File: config.mk
export PLATFORM = sky130hd
export DESIGN_NAME = seg_fade_sequencer_flat
export DESIGN_NICKNAME = d
export VERILOG_FILES = /design/src/rtl/seg_seq_pkg.sv /design/src/rtl/seg_fade_sequencer_if.sv /design/src/rtl/seg_seq_timer.sv /design/src/rtl/seg_fade_sequencer.sv /design/src/flat_wrapper.sv
export SDC_FILE = /design/constraint.sdc
export NUM_CORES = 1
export LEC_CHECK = 0
export CAP_MARGIN = 20
export CORE_UTILIZATION = 40
export DETAILED_ROUTE_END_ITERATION = 10
export SYNTH_ARGS = -nofsm -noshare
export SYNTH_HDL_FRONTEND = slang
export SYNTH_SLANG_ARGS = --single-unit
File: constraint.sdc
create_clock -name clk -period 6 [get_ports clk]
set_input_delay 1.2 -clock clk [delete_from_list [all_inputs] [get_ports clk]]
set_output_delay 1.2 -clock clk [all_outputs]
set_load 0.1 [all_outputs]
File: src/rtl/seg_seq_pkg.sv
// Shared types and constants for the 7-segment fade sequencer: FSM/mode enums,
// pattern lengths, figure-eight segment order and the sparkle LFSR polynomial.
package seg_seq_pkg;

    typedef enum logic [1:0] {
        ST_IDLE  = 2'd0,
        ST_RUN   = 2'd1,
        ST_ISSUE = 2'd2
    } seq_state_e;

    typedef enum logic [1:0] {
        MODE_FIG8   = 2'd0,
        MODE_CIRCLE = 2'd1,
        MODE_BOUNCE = 2'd2,
        MODE_FLASH  = 2'd3
    } seq_mode_e;

    localparam logic [3:0] LEN_FIG8   = 4'd8;
    localparam logic [3:0] LEN_CIRCLE = 4'd6;
    localparam logic [3:0] LEN_BOUNCE = 4'd6;
    localparam logic [3:0] LEN_FLASH  = 4'd2;
    localparam logic [2:0] BOUNCE_TOP = 3'd5;

    localparam logic [2:0] FIG8_ROM [0:7] = '{3'd0, 3'd1, 3'd6, 3'd4, 3'd3, 3'd2, 3'd6, 3'd5};
    localparam logic [2:0] SEG_ALL = 3'd7;

    localparam logic [7:0] LFSR_SEED = 8'hA5;
    // Fibonacci taps 8,6,5,4 expressed as bit positions 7,5,4,3
    localparam logic [7:0] LFSR_TAPS = 8'b1011_1000;

    function automatic logic [3:0] pattern_len(input seq_mode_e m);
        case (m)
            MODE_FIG8:   pattern_len = LEN_FIG8;
            MODE_CIRCLE: pattern_len = LEN_CIRCLE;
            MODE_BOUNCE: pattern_len = LEN_BOUNCE;
            default:     pattern_len = LEN_FLASH;
        endcase
    endfunction

    function automatic logic [2:0] pattern_seg(input seq_mode_e m, input logic [2:0] idx);
        case (m)
            MODE_FIG8: pattern_seg = FIG8_ROM[idx];
            MODE_FLASH: pattern_seg = SEG_ALL;
            default:   pattern_seg = idx;
        endcase
    endfunction

    function automatic logic [7:0] lfsr_next(input logic [7:0] l);
        lfsr_next = {l[6:0], ^(l & LFSR_TAPS)};
    endfunction

endpackage

File: src/rtl/seg_fade_sequencer_if.sv
// Command channel from the sequencer to the fade datapath: one "load segment to
// level" command per valid/ready handshake.
interface seg_fade_sequencer_if #(
    parameter int FADE_WIDTH = 4
);
    logic                  cmd_valid;
    logic                  cmd_ready;
    logic [2:0]            cmd_seg;
    logic [FADE_WIDTH-1:0] cmd_level;

    modport master (output cmd_valid, output cmd_seg, output cmd_level, input cmd_ready);
    modport slave  (input cmd_valid, input cmd_seg, input cmd_level, output cmd_ready);
endinterface

File: src/rtl/seg_seq_timer.sv
// Step prescaler (speed-dependent terminal, freeze while a command is pending)
// and free-running decay counter with a one-cycle strobe at all-ones.
module seg_seq_timer
    import seg_seq_pkg::*;
#(
    parameter int PRESCALE_WIDTH = 22,
    parameter int DECAY_WIDTH    = 22
) (
    input  logic       clk,
    input  logic       reset_n,
    input  logic       clr,
    input  logic       freeze,
    input  logic [2:0] speed,
    output logic       step_hit,
    output logic       decay_tick
);
    localparam int LOW_W = PRESCALE_WIDTH - 3;

    logic [PRESCALE_WIDTH-1:0] step_cnt_q, step_cnt_d, step_term;
    logic [DECAY_WIDTH-1:0]    decay_cnt_q, decay_cnt_d;

    // Higher speed code shrinks the top bits of the terminal count
    assign step_term  = {~speed, {LOW_W{1'b1}}};
    assign step_hit   = !clr && !freeze && (step_cnt_q == step_term);
    assign decay_tick = (decay_cnt_q == {DECAY_WIDTH{1'b1}});

    always_comb begin
        step_cnt_d = step_cnt_q;
        if (clr) begin
            step_cnt_d = '0;
        end else if (!freeze) begin
            step_cnt_d = step_hit ? '0 : step_cnt_q + 1'b1;
        end
        decay_cnt_d = clr ? '0 : decay_cnt_q + 1'b1;
    end

    always_ff @(posedge clk or negedge reset_n) begin
        if (!reset_n) begin
            step_cnt_q  <= '0;
            decay_cnt_q <= '0;
        end else begin
            step_cnt_q  <= step_cnt_d;
            decay_cnt_q <= decay_cnt_d;
        end
    end
endmodule

File: src/rtl/seg_fade_sequencer.sv
// Step scheduler for the 7-segment fade chaser: FSM, pattern walk and command register.
// Build option SEQ_LFSR_EN turns mode 3 into an LFSR-driven random sparkle.
module seg_fade_sequencer
    import seg_seq_pkg::*;
#(
    parameter int PRESCALE_WIDTH = 22,
    parameter int DECAY_WIDTH    = 22,
    parameter int FADE_WIDTH     = 4
) (
    input  logic                        clk,
    input  logic                        reset_n,
    input  logic                        enable,
    input  logic [2:0]                  speed,
    input  logic                        direction,
    input  logic [1:0]                  mode,
    seg_fade_sequencer_if.master        cmd_if,
    output logic                        decay_tick,
    output logic [2:0]                  step_idx,
    output logic                        busy
);
    localparam logic [FADE_WIDTH-1:0] LEVEL_FULL = '1;

    seq_state_e            state_q, state_d;
    seq_mode_e             mode_q, mode_d, mode_in;
    logic [2:0]            idx_q, idx_d, idx_step, pat_idx, pat_seg;
    logic [2:0]            speed_q, speed_d;
    logic                  bounce_up_q, bounce_up_d, bounce_step, up, mode_chg;
    logic [3:0]            len;
    logic                  cmd_valid_q, cmd_valid_d;
    logic [2:0]            cmd_seg_q, cmd_seg_d;
    logic [FADE_WIDTH-1:0] cmd_level_q, cmd_level_d, pat_lvl;
    logic                  step_hit, timer_clr;
`ifdef SEQ_LFSR_EN
    logic [7:0]            lfsr_q, lfsr_d, pat_lfsr;
`endif

    assign timer_clr = (state_q == ST_IDLE) || !enable;

    seg_seq_timer #(
        .PRESCALE_WIDTH (PRESCALE_WIDTH),
        .DECAY_WIDTH    (DECAY_WIDTH)
    ) u_timer (
        .clk        (clk),
        .reset_n    (reset_n),
        .clr        (timer_clr),
        .freeze     (state_q == ST_ISSUE),
        .speed      (speed_q),
        .step_hit   (step_hit),
        .decay_tick (decay_tick)
    );

    always_ff @(posedge clk or negedge reset_n) begin
        if (!reset_n) begin
            state_q <= ST_IDLE;
        end else begin
            state_q <= state_d;
        end
    end

    always_comb begin : fsm_next
        state_d = state_q;
        if (!enable) begin
            state_d = ST_IDLE;
        end else begin
            case (state_q)
                ST_IDLE:  state_d = ST_ISSUE;
                ST_RUN:   if (step_hit) state_d = ST_ISSUE;
                ST_ISSUE: if (cmd_if.cmd_ready) state_d = ST_RUN;
                default:  state_d = ST_IDLE;
            endcase
        end
    end

    // Next pattern position for a step event, using the mode sampled at that step
    always_comb begin : step_calc
        mode_in     = seq_mode_e'(mode);
        len         = pattern_len(mode_in);
        mode_chg    = (mode_in != mode_q);
        up          = mode_chg ? 1'b1 : bounce_up_q;
        idx_step    = idx_q;
        bounce_step = up;
        if (mode_chg && ({1'b0, idx_q} >= len)) begin
            idx_step    = '0;
            bounce_step = 1'b1;
        end else if (mode_in == MODE_BOUNCE) begin
            if (up) begin
                if (idx_q == BOUNCE_TOP) begin
                    idx_step    = idx_q - 3'd1;
                    bounce_step = 1'b0;
                end else begin
                    idx_step = idx_q + 3'd1;
                end
            end else if (idx_q == 3'd0) begin
                idx_step    = 3'd1;
                bounce_step = 1'b1;
            end else begin
                idx_step = idx_q - 3'd1;
            end
        end else if (direction) begin
            idx_step = (({1'b0, idx_q} + 4'd1) == len) ? 3'd0 : idx_q + 3'd1;
        end else begin
            idx_step = (idx_q == 3'd0) ? 3'(len - 4'd1) : idx_q - 3'd1;
        end
    end

    always_comb begin : pattern_sel
        pat_idx = (state_q == ST_IDLE) ? 3'd0 : idx_step;
`ifdef SEQ_LFSR_EN
        pat_lfsr = (state_q == ST_IDLE) ? lfsr_q : lfsr_next(lfsr_q);
`endif
        pat_seg = pattern_seg(mode_in, pat_idx);
        pat_lvl = LEVEL_FULL;
        if (mode_in == MODE_FLASH) begin
`ifdef SEQ_LFSR_EN
            pat_seg = (pat_lfsr[2:0] == SEG_ALL) ? 3'd0 : pat_lfsr[2:0];
`else
            if (pat_idx[0]) pat_lvl = '0;
`endif
        end
    end

    always_comb begin : fsm_outputs
        idx_d       = idx_q;
        mode_d      = mode_q;
        speed_d     = speed_q;
        bounce_up_d = bounce_up_q;
        cmd_valid_d = cmd_valid_q;
        cmd_seg_d   = cmd_seg_q;
        cmd_level_d = cmd_level_q;
`ifdef SEQ_LFSR_EN
        lfsr_d      = lfsr_q;
`endif
        if (!enable) begin
            // A pending command is simply dropped; the datapath tolerates it
            idx_d       = '0;
            bounce_up_d = 1'b1;
            cmd_valid_d = 1'b0;
            cmd_seg_d   = '0;
            cmd_level_d = '0;
`ifdef SEQ_LFSR_EN
            lfsr_d      = LFSR_SEED;
`endif
        end else begin
            case (state_q)
                ST_IDLE: begin
                    idx_d       = '0;
                    mode_d      = mode_in;
                    speed_d     = speed;
                    bounce_up_d = 1'b1;
                    cmd_valid_d = 1'b1;
                    cmd_seg_d   = pat_seg;
                    cmd_level_d = pat_lvl;
                end
                ST_RUN: begin
                    if (step_hit) begin
                        idx_d       = idx_step;
                        mode_d      = mode_in;
                        speed_d     = speed;
                        bounce_up_d = bounce_step;
                        cmd_valid_d = 1'b1;
                        cmd_seg_d   = pat_seg;
                        cmd_level_d = pat_lvl;
`ifdef SEQ_LFSR_EN
                        lfsr_d      = pat_lfsr;
`endif
                    end
                end
                ST_ISSUE: begin
                    if (cmd_if.cmd_ready) cmd_valid_d = 1'b0;
                end
                default: ;
            endcase
        end
    end

    always_ff @(posedge clk or negedge reset_n) begin
        if (!reset_n) begin
            idx_q       <= '0;
            mode_q      <= MODE_FIG8;
            speed_q     <= '0;
            bounce_up_q <= 1'b1;
            cmd_valid_q <= 1'b0;
            cmd_seg_q   <= '0;
            cmd_level_q <= '0;
`ifdef SEQ_LFSR_EN
            lfsr_q      <= LFSR_SEED;
`endif
        end else begin
            idx_q       <= idx_d;
            mode_q      <= mode_d;
            speed_q     <= speed_d;
            bounce_up_q <= bounce_up_d;
            cmd_valid_q <= cmd_valid_d;
            cmd_seg_q   <= cmd_seg_d;
            cmd_level_q <= cmd_level_d;
`ifdef SEQ_LFSR_EN
            lfsr_q      <= lfsr_d;
`endif
        end
    end

    assign cmd_if.cmd_valid = cmd_valid_q;
    assign cmd_if.cmd_seg   = cmd_seg_q;
    assign cmd_if.cmd_level = cmd_level_q;
    assign step_idx         = idx_q;
    assign busy             = (state_q != ST_IDLE);
endmodule
File: src/flat_wrapper.sv
// flat-port wrapper written by rule: the top's interface ports become plain ports
module seg_fade_sequencer_flat import seg_seq_pkg::*;
#(
    parameter int PRESCALE_WIDTH = 22,
    parameter int DECAY_WIDTH    = 22,
    parameter int FADE_WIDTH     = 4
)
  (clk, reset_n, enable, speed, direction, mode, decay_tick, step_idx, busy, cmd_if_cmd_valid, cmd_if_cmd_seg, cmd_if_cmd_level, cmd_if_cmd_ready);
  seg_fade_sequencer_if #(.FADE_WIDTH(FADE_WIDTH)) cmd_if_i ();
  input  logic clk;
  input  logic reset_n;
  input  logic enable;
  input  logic [2:0] speed;
  input  logic direction;
  input  logic [1:0] mode;
  output logic decay_tick;
  output logic [2:0] step_idx;
  output logic busy;
  output wire logic [$bits(cmd_if_i.cmd_valid)-1:0] cmd_if_cmd_valid;
  output wire logic [$bits(cmd_if_i.cmd_seg)-1:0] cmd_if_cmd_seg;
  output wire logic [$bits(cmd_if_i.cmd_level)-1:0] cmd_if_cmd_level;
  input wire logic [$bits(cmd_if_i.cmd_ready)-1:0] cmd_if_cmd_ready;
  assign cmd_if_cmd_valid = cmd_if_i.cmd_valid;
  assign cmd_if_cmd_seg = cmd_if_i.cmd_seg;
  assign cmd_if_cmd_level = cmd_if_i.cmd_level;
  assign cmd_if_i.cmd_ready = cmd_if_cmd_ready;
  seg_fade_sequencer #(.PRESCALE_WIDTH(PRESCALE_WIDTH), .DECAY_WIDTH(DECAY_WIDTH), .FADE_WIDTH(FADE_WIDTH)) u_core (.clk(clk), .reset_n(reset_n), .enable(enable), .speed(speed), .direction(direction), .mode(mode), .cmd_if(cmd_if_i), .decay_tick(decay_tick), .step_idx(step_idx), .busy(busy));
endmodule
# Yosys cells after proc, flatten, opt, wreduce, memory -nomap -nowiden
# Memory sizes are Yosys's and may differ from the RTL's.
# Cells that the tools add are included.
# totals
ff_bits	63
latch_bits	0
ram_bits	0
mem_bits_ro	24
input_bits	10
word_cells	103
mem_count	1
# op_classes
addsub	6
n_mul	0
div	0
order_cmp	2
n_eq_ne	16
shift	0
n_mux	49
bitwise_logic	2
reduce_logical	17
# mem_list
memory	depth	width	rd	rd_clocked_by_memory_dff	write_ports	line	rtl
(name not given)	8	3	1	0	0	seg_seq_pkg.sv:42	MODE_FIG8: pattern_seg = FIG8_ROM[idx];
# ops
cell	n
2-to-1 mux 22 bit	4
2-to-1 mux 3 bit	16
adder 22 x 1 -> 22 bit, second input constant	2
case mux 3 bit (2 select lines)	4
equality test 22 bit	1
equality test 22 bit, second input constant	1
2-to-1 mux 4 bit	4
case mux 4 bit (2 select lines)	2
2-to-1 mux 1 bit	11
2-to-1 mux 2 bit	4
equality test 2 bit, second input constant	3
!= test 3 bit, second input constant	2
case mux 2 bit (3 select lines)	1
AND reduction 3 bit	2
subtractor 3 x 1 -> 3 bit, second input constant	2
adder 3 x 1 -> 4 bit, second input constant	1
equality test 2 x 1 -> 1 bit, second input constant	2
equality test 4 bit	1
greater-or-equal comparator 3 x 4 -> 1 bit	1
greater-or-equal comparator 4 bit, second input constant	1
zero test 2 bit	2
!= test 2 bit, second input constant	2
!= test 4 x 1 -> 1 bit, second input constant	1
inverter 3 -> 4 bit	1
other kinds (15)	21

# Longest topological paths before layout
# Gate-level depths: netlist of the first run.
# logic_depth
ltp_word	17
ltp_mapped	13

# Cells and area by module
# Synthesis of the first run repeated with hierarchy kept, for this count alone.
# unflattened
cells_unflattened	411
area_unflattened_um2	3763.6
# by_module_without_submodules
mod	n_inst	cells_each	area_per_inst_um2	seq_area_each_um2
seg_seq_timer	1	259	2378.5	1101.1
seg_fade_sequencer	1	152	1385.1	401.6

# Least setup slack after synthesis of the first run
# No wires, ideal clock.
# synth_path
kind	input-to-reg
startpoint	in mode[0]
endpoint	reg u_core.cmd_seg_q[0] (netlist: u_core.cmd_if.cmd_seg[0])
arrival_ps	3396
path_slack_ps	2515
cell_stages	13
path_cell_list	inv_1 -> ha_1 -> inv_1 -> ha_1 -> nor2b_1 -> o21ai_0 -> and2_1 -> o21ai_0 -> or2_2 -> ha_1 -> nand2_1 -> mux2_2 -> a22oi_1
# synth_between
elab_chain_cells	17
# synth_rtl
item	line	rtl
start: declaration	flat_wrapper.sv:15	input logic [1:0] mode;
equality test 2 x 1 -> 1 bit or equality test 2 bit (tied branches)	seg_seq_pkg.sv:32, seg_fade_sequencer.sv:85	
OR reduction 2 bit (no line)	--	
case mux 4 bit (2 select lines)	seg_seq_pkg.sv:32	case (m)
subtractor 3 x 1 -> 3 bit or equality test 4 bit (tied branches)	seg_fade_sequencer.sv:102, seg_fade_sequencer.sv:100	
2-to-1 mux 3 bit, on equally long branches	seg_fade_sequencer.sv:102, seg_fade_sequencer.sv:100	
2-to-1 mux 3 bit	seg_fade_sequencer.sv:99	end else if (direction) begin
2-to-1 mux 3 bit	seg_fade_sequencer.sv:85	end else if (mode_in == MODE_BOUNCE) begin
2-to-1 mux 3 bit	seg_fade_sequencer.sv:82	if (mode_chg && ({1'b0, idx_q} >= len)) begin
2-to-1 mux 3 bit	seg_fade_sequencer.sv:107	pat_idx = (state_q == ST_IDLE) ? 3'd0 : idx_step;
inverter 3 -> 4 bit (implied by the code)	seg_seq_pkg.sv:42	
memory (8 x 3 bit)	--	
2-to-1 mux 3 bit (implied by the code) (2 in a row)	seg_seq_pkg.sv:42	
case mux 3 bit (2 select lines) (*)	seg_seq_pkg.sv:41	case (m)
2-to-1 mux 3 bit	seg_fade_sequencer.sv:155	if (step_hit) begin
case mux 3 bit (2 select lines) (*)	seg_fade_sequencer.sv:144	case (state_q)
2-to-1 mux 3 bit (*)	seg_fade_sequencer.sv:133	if (!enable) begin
end signal: assignment	seg_fade_sequencer.sv:194	cmd_seg_q <= cmd_seg_d;
end: declaration	seg_fade_sequencer.sv:30	logic [2:0] cmd_seg_q, cmd_seg_d;
# Every way passes the cells marked *; elsewhere a longest branch is shown, timed or not. The select of a mux whose other input is x is not followed.
# A chain may end at the register's enable or synchronous reset.

# Final worst setup path of the first run
# layout_path
startpoint	reg u_core.u_timer.decay_cnt_q[2]
endpoint	out decay_tick
# layout_between
elab_chain_cells	1
# layout_rtl
item	line	rtl
start: declaration	seg_seq_timer.sv:20	logic [DECAY_WIDTH-1:0] decay_cnt_q, decay_cnt_d;
start signal: assignment	seg_seq_timer.sv:43	decay_cnt_q <= decay_cnt_d;
equality test 22 bit	seg_seq_timer.sv:25	assign decay_tick = (decay_cnt_q == {DECAY_WIDTH{1'b1}});
end: declaration	flat_wrapper.sv:16	output logic decay_tick;
# No other way between the ends.

==> impl_metrics.ini, run 1 <==
[status]
outcome = completed

[die]
io_pins = 23
die_width_um = 94.7
rows = 33
floorplan.initialDensity_pct = 41.7
core-area_mm2 = 0.00826
die_area_mm2 = 0.00898
die_h_um = 94.7

[setup_path]
cp.arrival_ps = 3000
worstSetupStartpointType = register
critPathKind = register to output port
regToRegSetupSlack_ps = 2960
r2r-start = u_core.step_idx[0]
critPathMaxFanout = 5
reg2reg_depth = 12
worst_r2r_endpoint = u_core.cmd_if.cmd_seg[0]
endpoint_kind = output port
required_ps = 4800

[synthesis]
synthSimpleGateAreaFrac_pct = 22.2
synth.avg_cell_area_um2 = 9.48
synth.cell_area_mm2 = 0.00344
yosys_warnings = 0
synth_top_flop_cell = sky130_fd_sc_hd__dfrtp_1
synth-seq-cells = 60
synth_compound_gate_area_share_pct = 11.2
synth_enable_flop_cells = 0
synth_seq_area_share_pct = 43.7
synth-xor-area-share_pct = 9.93
yosys.area_share.adder_pct = 5.09
netlist-cell-type-count = 54
synth_top_family_by_area = simple AND/OR/NAND/NOR gates
netlist_instances = 363
ys_async_sr_fraction_pct = 100
synth.area.mux_share_pct = 3.78
synth.net_count = 387

[grt]
first_global_vias = 2589
met2_usage_pct = 27.2
grt_remaining_overflow = 0
grt_pass1_wl_um = 12000
globalRouteTotalUtil_pct = 17.4
grt.met1_usage_pct = 22.5
busiest_layer = met2
grt_use_met3_pct = 5.23
grt_start_max_net_pins = 61
initial_antenna_violation_count = 0

[min_path]
min_from = u_core.cmd_if.cmd_seg[2]
timing.hold.worst_path_depth = 1
timing.hold.worst_endpoint = u_core.cmd_if.cmd_seg[2]
hold_path.class = register to register

[cts]
tritoncts_num_sinks = 60
num_cts_buffers = 9
tritoncts = done
post-cts-setup-buffer-count = 0
clockBufferDepth = 2
htree_num_levels = 3
clock_insertion_delay_worst_skew_ps = 350
cts-resized-gates = 0
cts.clk_slew.worst_paths_ps = 80
cts.root.buffer_cell = sky130_fd_sc_hd__clkbuf_8
postCtsHoldBufs = 0

[timing]
layout_worst_path_cycle_share_pct = 70.0
rsz_0062_raised_after_global_routing = false
timing_worst_slew_pin_value_ps = 972
final-max-slew-violation-count = 0
fmaxAchievable_mhz = 238
setup_tns_final_ps = 0
setup_viol = 0
clock_skew_ps = 11.5
hold_ws_ps = 496
period_needed_ps = 4200
headroom_to_the_max_slew_limit_pct = 35.0
finalHoldViolations = 0

[finish]
post_synthesis_to_final_layout_area_growth_pct = 14.0
layout.core_utilization_pct = 47.5
drive_gt1_share_pct = 10.5
number_of_nets_in_the_final_layout = 410
num_antenna_cells = 0

[place]
place.gp.congestion = 0.881
buffer_ports.inserted = 22
post-dp-hpwl_um = 4710

[drt]
num_vias = 2612
wl_um = 6960
via_per_inst = 5.27
initialDrtViolationCount = 126
detail_route.drc_violations = 0
dr.pass1.iters = 6
route.detailed.wl_per_inst_um = 14.0
drtAntennaViolNets = 0

[power_and_ir_drop]
power.density_cell_area_mw_per_mm2 = 318
peakVddDrop_v = 0.000197
power_leakage_nw = 1.63
design_power_total_w = 0.00125

[flow_run]
maxCapViolCount = 0
==> cells in the mapped netlist (2+ instances only) <==
| master | instances | area [um^2] |
|---|---|---|
| sky130_fd_sc_hd__nor3_1 | 9 | 45.0 |
| sky130_fd_sc_hd__a32o_1 | 2 | 20.0 |
| sky130_fd_sc_hd__a21oi_1 | 8 | 40.0 |
| sky130_fd_sc_hd__nand3b_1 | 2 | 15.0 |
| sky130_fd_sc_hd__a211oi_1 | 2 | 15.0 |
| sky130_fd_sc_hd__xor2_1 | 23 | 201 |
| sky130_fd_sc_hd__and3_1 | 7 | 43.8 |
| sky130_fd_sc_hd__buf_4 | 4 | 30.0 |
| sky130_fd_sc_hd__nand3_1 | 15 | 75.1 |
| sky130_fd_sc_hd__o21ai_0 | 20 | 100 |
| sky130_fd_sc_hd__a31oi_1 | 4 | 25.0 |
| sky130_fd_sc_hd__or3_1 | 4 | 25.0 |
| sky130_fd_sc_hd__a22o_1 | 2 | 17.5 |
| sky130_fd_sc_hd__and2_1 | 3 | 18.8 |
| sky130_fd_sc_hd__o221ai_1 | 4 | 35.0 |
| sky130_fd_sc_hd__nor2_1 | 47 | 176 |
| sky130_fd_sc_hd__o31ai_1 | 2 | 15.0 |
| sky130_fd_sc_hd__inv_1 | 15 | 56.3 |
| sky130_fd_sc_hd__nor2b_1 | 3 | 18.8 |
| sky130_fd_sc_hd__nand2b_1 | 3 | 18.8 |
| sky130_fd_sc_hd__buf_6 | 4 | 45.0 |
| sky130_fd_sc_hd__dfrtp_1 | 59 | 1480 |
| sky130_fd_sc_hd__nand2_1 | 36 | 135 |
| sky130_fd_sc_hd__mux2_2 | 8 | 90.1 |
| sky130_fd_sc_hd__and3_2 | 2 | 15.0 |
| sky130_fd_sc_hd__nand4_1 | 12 | 75.1 |
| sky130_fd_sc_hd__mux2i_1 | 4 | 40.0 |
| sky130_fd_sc_hd__ha_1 | 14 | 175 |
| sky130_fd_sc_hd__or2_2 | 2 | 12.5 |
| sky130_fd_sc_hd__xnor2_1 | 16 | 140 |
| sky130_fd_sc_hd__clkbuf_1 | 2 | 7.51 |
| sky130_fd_sc_hd__and4_1 | 3 | 26.3 |
==> cells in the final DEF (no fill, tap or decap), types with 3 or more instances in the layout <==
cell and count:
sky130_fd_sc_hd__o21ai_0 20, sky130_fd_sc_hd__ha_1 14, sky130_fd_sc_hd__clkinv_2 3, sky130_fd_sc_hd__nand2_1 36
sky130_fd_sc_hd__o221ai_1 4, sky130_fd_sc_hd__and4_1 3, sky130_fd_sc_hd__nor2_1 47, sky130_fd_sc_hd__dfrtp_1 59
sky130_fd_sc_hd__and3_1 7, sky130_fd_sc_hd__mux2_2 8, sky130_fd_sc_hd__a31oi_1 4, sky130_fd_sc_hd__xor2_1 23
sky130_fd_sc_hd__nor3_1 9, sky130_fd_sc_hd__nor2b_1 3, sky130_fd_sc_hd__clkdlybuf4s50_1 21, sky130_fd_sc_hd__or3_1 4
sky130_fd_sc_hd__xnor2_1 16, sky130_fd_sc_hd__a21oi_1 8, sky130_fd_sc_hd__nand4_1 12, sky130_fd_sc_hd__inv_1 15
sky130_fd_sc_hd__and2_1 3, sky130_fd_sc_hd__nand2b_1 3, sky130_fd_sc_hd__nand3_1 15, sky130_fd_sc_hd__clkbuf_8 9
sky130_fd_sc_hd__mux2i_1 4
==> power by group <==
| part | switching, W | total [W] | internal (W) |
|---|---|---|---|
| clock network | 0.000165 | 0.000397 | 0.000232 |
| logic | 0.000274 | 0.000377 | 0.000103 |
| registers | 0.0000335 | 0.000473 | 0.000439 |
==> registers in the layout (all words and copies together), names as in the netlist <==
| name | flops |
|---|---|
| u_core.bounce_up_q | 1 |
| u_core.cmd_if.cmd_level | 1 |
| u_core.cmd_if.cmd_seg | 3 |
| u_core.cmd_if.cmd_valid | 1 |
| u_core.mode_q | 2 |
| u_core.speed_q | 3 |
| u_core.state_q | 2 |
| u_core.step_idx | 3 |
| u_core.u_timer.decay_cnt_q | 22 |
| u_core.u_timer.step_cnt_q | 22 |
==> worst max-delay path by stage <==
stage / startpoint / to
after floorplan: mode[0] / u_core.cmd_if.cmd_seg[0]
after global placement: mode[0] / u_core.cmd_if.cmd_seg[0]
after detailed placement: mode[0] / u_core.cmd_if.cmd_seg[0]
after CTS: u_core.u_timer.decay_cnt_q[2] / decay_tick
after global routing: u_core.u_timer.decay_cnt_q[2] / decay_tick
final: u_core.u_timer.decay_cnt_q[2] / decay_tick
==> critical path: stages (launching register included) <==
cell and delay (ps):
sky130_fd_sc_hd__dfrtp_1 430, sky130_fd_sc_hd__and4_1 280, sky130_fd_sc_hd__nand4_1 240, sky130_fd_sc_hd__nor3_1 390, sky130_fd_sc_hd__and2_1 180, sky130_fd_sc_hd__clkdlybuf4s50_1 1120
==> kinds of logic (layout without fill, tap and decap cells) <==
family	Yosys count	count (layout)
xor+xnor	39	39
buf+inv	26	54
compound gates	57	57
flops	60	60
fa+ha+maj	14	14
simple gates	155	155
mux	12	12
==> layer usage <==
metal	up-vias	wire, um
li1	1313	-
met1	1255	3400
met2	37	3220
met3	7	227
met4	0	108
met5	-	0
==> area by class of cell <==
| cell class | instances | area, um^2 |
|---|---|---|
| multi-input combinational | 277 | 1800 |
| inverter | 15 | 56.3 |
| fill | 815 | 4330 |
| timing repair buffer | 23 | 223 |
| clock inverter | 7 | 91.3 |
| tap | 105 | 131 |
| clock buffer | 9 | 124 |
| sequential | 60 | 1500 |
==> through the flow <==
step                setup WS, ps  area (um^2)  instances
global placement            1850         3710        480
floorplan                   2520         3440        363
finish                      1800         3920        496
global route                1670         3920        496
detailed placement          1770         3710        480
CTS                         1760         3920        496
Power figures use the tool's default switching activity.
==> run 2: changes to the inputs <==
==> constraint.sdc (replaced) <==
create_clock -name clk -period 4.2 [get_ports clk]
set_input_delay 0.84 -clock clk [delete_from_list [all_inputs] [get_ports clk]]
set_output_delay 0.84 -clock clk [all_outputs]
set_load 0.1 [all_outputs]
==> run 2 against run 1 <==
Effect of this change:
- clock power is 88% higher
- via count increased by 1.5%
- worst hold slack worse by 160 ps
- critical path depth up 9
- flip-flop and latch count is the same
- routed wire length is 0.45% lower
- sequential share of layout area down 0.99 points
- total power is 58% higher
- global-route usage rose by 0.41 points
- cell count rose by 0.60%
- non-clock buffer count is 3 higher
==> impl_metrics.ini, run 2 (synthesis gave the netlist of run 1 again) <==
[status]
outcome = completed

[power_and_ir_drop]
power.density_cell_area_mw_per_mm2 = 489
design_power_total_w = 0.00197
power_leakage_nw = 1.69
peakVddDrop_v = 0.000257

[grt]
first_global_vias = 2763
initial_antenna_violation_count = 0
grt_pass1_wl_um = 12500
grt_remaining_overflow = 0
grt_start_max_net_pins = 47
globalRouteTotalUtil_pct = 17.8

[timing]
finalHoldViolations = 0
layout_worst_path_cycle_share_pct = 84.6
setup_viol = 0
final-max-slew-violation-count = 0
period_needed_ps = 3550
timing_worst_slew_pin_value_ps = 977
hold_ws_ps = 339
clock_skew_ps = 8.66
fmaxAchievable_mhz = 281
headroom_to_the_max_slew_limit_pct = 34.7
setup_tns_final_ps = 0
rsz_0062_raised_after_global_routing = false

[cts]
cts-resized-gates = 0
post-cts-setup-buffer-count = 0
htree_num_levels = 3
tritoncts = done
clock_insertion_delay_worst_skew_ps = 340
postCtsHoldBufs = 0
cts.clk_slew.worst_paths_ps = 70
num_cts_buffers = 9
cts.root.buffer_cell = sky130_fd_sc_hd__clkbuf_8
tritoncts_num_sinks = 60
clockBufferDepth = 2

[setup_path]
required_ps = 4450
endpoint_kind = register
crit_family = adder cells
cpMostUsedCell = sky130_fd_sc_hd__ha_1
critPathKind = input pin to register
critPathMaxFanout = 6
critPathMaxStageDelay_ps = 550
r2r-start = u_core.step_idx[0]
worstSetupStartpointType = input pin
critical_path.slowest_cell = sky130_fd_sc_hd__clkdlybuf4s50_1
worst_r2r_endpoint = u_core.cmd_if.cmd_seg[0]
crit_buf_inv = 3
regToRegSetupSlack_ps = 1150
reg2reg_depth = 12
cp.arrival_ps = 3810
timing.critical_path.cells = clkdlybuf4s50_1 > inv_1 > ha_1 > inv_1 > ha_1 > nor2b_1 > o21ai_0 > and2_1 > o21ai_0 > or2_2 > ha_1 > nand2_1 > mux2_2 > a22oi_1

[drt]
detailroute.wirelength.met3_um = 270
via_per_inst = 5.31
initialDrtViolationCount = 105
m1WireLength_um = 3330
drtAntennaViolNets = 0
num_vias = 2650
met2RoutedLength_um = 3240
top_layer = met4
wl_um = 6930
route.detailed.wl_per_inst_um = 13.9
detail_route.drc_violations = 0
dr.pass1.iters = 4

[place]
post-dp-hpwl_um = 4850
buffer_ports.inserted = 22
place.gp.congestion = 0.858

[finish]
number_of_nets_in_the_final_layout = 413
top_regs = u_core.u_timer.decay_cnt_q (22), u_core.u_timer.step_cnt_q (22)
num_antenna_cells = 0
post_synthesis_to_final_layout_area_growth_pct = 17.1
mostFrequentLayoutCells = sky130_fd_sc_hd__dfrtp_1, sky130_fd_sc_hd__nor2_1, sky130_fd_sc_hd__nand2_1
drive_gt1_share_pct = 11.4
layout_commonest_cell = sky130_fd_sc_hd__dfrtp_1

[die]
floorplan.initialDensity_pct = 41.7
die_width_um = 94.7
io_pins = 23
die_area_mm2 = 0.00898
rows = 33
core-area_mm2 = 0.00826
die_h_um = 94.7

[flow_run]
maxCapViolCount = 0

[min_path]
hold_path.class = input pin to async pin
[run 2: area by class of cell]
cell class,count,area (um^2)
Clock inverter,7,163
Clock buffer,9,124
Fill cell,787,4230
Tap cell,105,131
Timing Repair Buffer,26,255
Sequential cell,60,1500
Inverter,15,56.3
Multi-Input combinational cell,277,1800
[run 2: metal layers]
layer / GRT usage (%) / vias up
li1: - / 1323
met1: 23.3 / 1269
met2: 28.2 / 48
met3: 4.43 / 10
met4: 6.94 / 0
met5: 0 / -
[run 2: metrics by stage]
step / instances / utilization [%] / setup WS, ps / instance area, um^2
floorplan: 363 / - / 821 / 3440
global placement: 482 / 45.1 / 416 / 3720
global route: 499 / 48.8 / 392 / 4030
finish: 499 / 48.8 / 647 / 4030
CTS: 498 / 48.5 / 657 / 4010
detailed placement: 482 / 45.1 / 306 / 3720
[run 2: worst max path at each step]
stage	from	to	slack [ps]	depth (start not counted)
2_1_floorplan	u_core.step_idx[1]	u_core.cmd_if.cmd_seg[0]	820	12
3_3_place_gp	mode[0]	u_core.cmd_if.cmd_seg[0]	420	14
3_5_place_dp	mode[0]	u_core.cmd_if.cmd_seg[0]	310	14
4_1_cts	mode[0]	u_core.cmd_if.cmd_seg[0]	660	14
5_1_grt	mode[0]	u_core.cmd_if.cmd_seg[0]	390	14
6_report	mode[0]	u_core.cmd_if.cmd_seg[0]	650	14
[run 2: power by group]
| part | internal, W | switching [W] | total, W |
|---|---|---|---|
| Sequential | 0.000628 | 0.0000470 | 0.000675 |
| Combinational | 0.000153 | 0.000396 | 0.000549 |
| Clock | 0.000513 | 0.000235 | 0.000748 |
| Total | 0.00129 | 0.000677 | 0.00197 |
==> run 3: changes to the inputs <==
==> constraint.sdc (replaced) <==
create_clock -name clk -period 3.4 [get_ports clk]
set_input_delay 0.68 -clock clk [delete_from_list [all_inputs] [get_ports clk]]
set_output_delay 0.68 -clock clk [all_outputs]
set_load 0.1 [all_outputs]
==> run 3 against run 2 <==
Effect of this change:
- die area unchanged
- sequential power increased by 24%
- largest cell class unchanged
- utilization increased by 0.18 points
- worst setup slack got worse by 310 ps
- clock power increased by 6.6%
- cell count increased by 2.2%
==> impl_metrics.ini, run 3 (synthesis gave the netlist of run 1 again) <==
[timing]
headroom_to_the_max_slew_limit_pct = 64.7
final-max-slew-violation-count = 0
timing_worst_slew_pin_value_ps = 528
rsz_0062_raised_after_global_routing = false
setup_tns_final_ps = 0
finalHoldViolations = 0
period_needed_ps = 3070
fmaxAchievable_mhz = 326
setup_viol = 0
clock_skew_ps = 11.8
final.setup.worst_slack_ps = 334
layout_worst_path_cycle_share_pct = 90.2

[drt]
via_per_inst = 5.19
met2RoutedLength_um = 3120
top_layer = met4
num_vias = 2647
route.detailed.wl_per_inst_um = 13.6
initialDrtViolationCount = 103
drtAntennaViolNets = 0
wl_um = 6950
dr.pass1.iters = 4
detail_route.drc_violations = 0
detailroute.wirelength.met3_um = 279
m1WireLength_um = 3500

[setup_path]
critPathMaxStageDelay_ps = 470
critPathKind = input pin to register
cp.arrival_ps = 3320
timing.critical_path.cells = clkdlybuf4s50_1 > inv_1 > ha_1 > inv_1 > ha_1 > nor2b_1 > o21ai_0 > and2_1 > o21ai_0 > or2_2 > ha_1 > nand2_1 > mux2_2 > a22oi_1
cpMostUsedCell = sky130_fd_sc_hd__ha_1
required_ps = 3660
critical_path.slowest_cell = sky130_fd_sc_hd__clkdlybuf4s50_1
critPathMaxFanout = 2
worstSetupStartpointType = input pin
endpoint_kind = register
reg2reg_depth = 12

[die]
die_area_mm2 = 0.00898
die_width_um = 94.7
floorplan.initialDensity_pct = 41.7
core-area_mm2 = 0.00826
rows = 33
die_h_um = 94.7
io_pins = 23

[finish]
layout_commonest_cell = sky130_fd_sc_hd__dfrtp_1
postLayoutCellArea_mm2 = 0.00404
number_of_nets_in_the_final_layout = 424
mostFrequentLayoutCells = sky130_fd_sc_hd__dfrtp_1, sky130_fd_sc_hd__nor2_1, sky130_fd_sc_hd__nand2_1
post_synthesis_to_final_layout_area_growth_pct = 17.5
drive_gt1_share_pct = 16.8
top_regs = u_core.u_timer.decay_cnt_q (22), u_core.u_timer.step_cnt_q (22)
final_cells = 510
num_antenna_cells = 0

[cts]
tritoncts = done
postCtsHoldBufs = 0
tritoncts_num_sinks = 60
cts.root.buffer_cell = sky130_fd_sc_hd__clkbuf_8
cts-resized-gates = 0
num_cts_buffers = 9
clockBufferDepth = 2
cts.clk_slew.worst_paths_ps = 70
clock_insertion_delay_worst_skew_ps = 340
post-cts-setup-buffer-count = 0
htree_num_levels = 3

[place]
dp_worst_setup_slack_ps = -21.1
placed_cells_incl_taps = 493
post-dp-hpwl_um = 5030
placedInstanceArea_mm2 = 0.00377
buffer_ports.inserted = 22
place.gp.congestion = 0.849

[power_and_ir_drop]
switching_fraction_of_total_power_pct = 36.4
p_int_w = 0.00147
peakVddDrop_v = 0.000278
seq_power_share_pct = 36.1
clkPwrFrac_pct = 34.5
power_leakage_nw = 1.74
net-switching-power_w = 0.000840
power.density_cell_area_mw_per_mm2 = 572
p_comb_share_pct = 29.4

[status]
outcome = completed

[grt]
grt_remaining_overflow = 0
grt_start_max_net_pins = 45
initial_antenna_violation_count = 0
first_global_vias = 2602
globalRouteTotalUtil_pct = 17.5
grt_pass1_wl_um = 12100

[min_path]
hold_path.class = input pin to async pin

[flow_run]
maxCapViolCount = 0
## run 3: final timing paths
path	start	to	slack (ps)
worst max-delay path	mode[0]	u_core.cmd_if.cmd_seg[0]	330
worst min-delay path	reset_n	u_core.step_idx[1]	140
worst max register to register	u_core.step_idx[1]	u_core.cmd_if.cmd_seg[0]	570
worst min register to register	u_core.cmd_if.cmd_seg[1]	u_core.cmd_if.cmd_seg[1]	510
max in group asynchronous	reset_n	u_core.u_timer.step_cnt_q[13]	2630
min in group clk	u_core.cmd_if.cmd_seg[1]	u_core.cmd_if.cmd_seg[1]	510
## run 3: routing by layer
layer  vias up  track usage (%)
li1       1346                -
met1      1257             23.4
met2        40             27.0
met3         4             5.56
met4         0             5.30
met5         -                0
## run 3: cell type report
cell class	instances	area, um^2
clock inverters	6	111
well taps	105	131
clock buffers	10	138
multi-input cells	277	1800
flip-flops and latches	60	1500
inverters	15	56.3
repair buffers	37	308
fillers	805	4220
## run 3: worst max-delay path, delay by kind of cell
kind                       cells  cell delay (ps)
buffers and inverters          3              600
AOI/OAI and AO/OA              3              440
adders and majority gates      3              700
and+or+nand+nor                4              640
muxes                          1              250
## run 3: power groups by stage
stage	Sequential, W	Combinational [W]	Clock (W)
detailed placement	0.000850	0.000679	0
finish	0.000835	0.000679	0.000797
CTS	0.000836	0.000681	0.000819
floorplan	0.000952	0.000432	0
global placement	0.000846	0.000676	0
global route	0.000845	0.000729	0.000844
## run 3: through the flow
stage	util, %	hold slack (ps)	power (W)
after floorplan	-	384	0.00138
after global placement	45.7	488	0.00152
after detailed placement	45.7	495	0.00153
after CTS	48.7	508	0.00234
after global routing	49.0	122	0.00242
final	49.0	142	0.00231
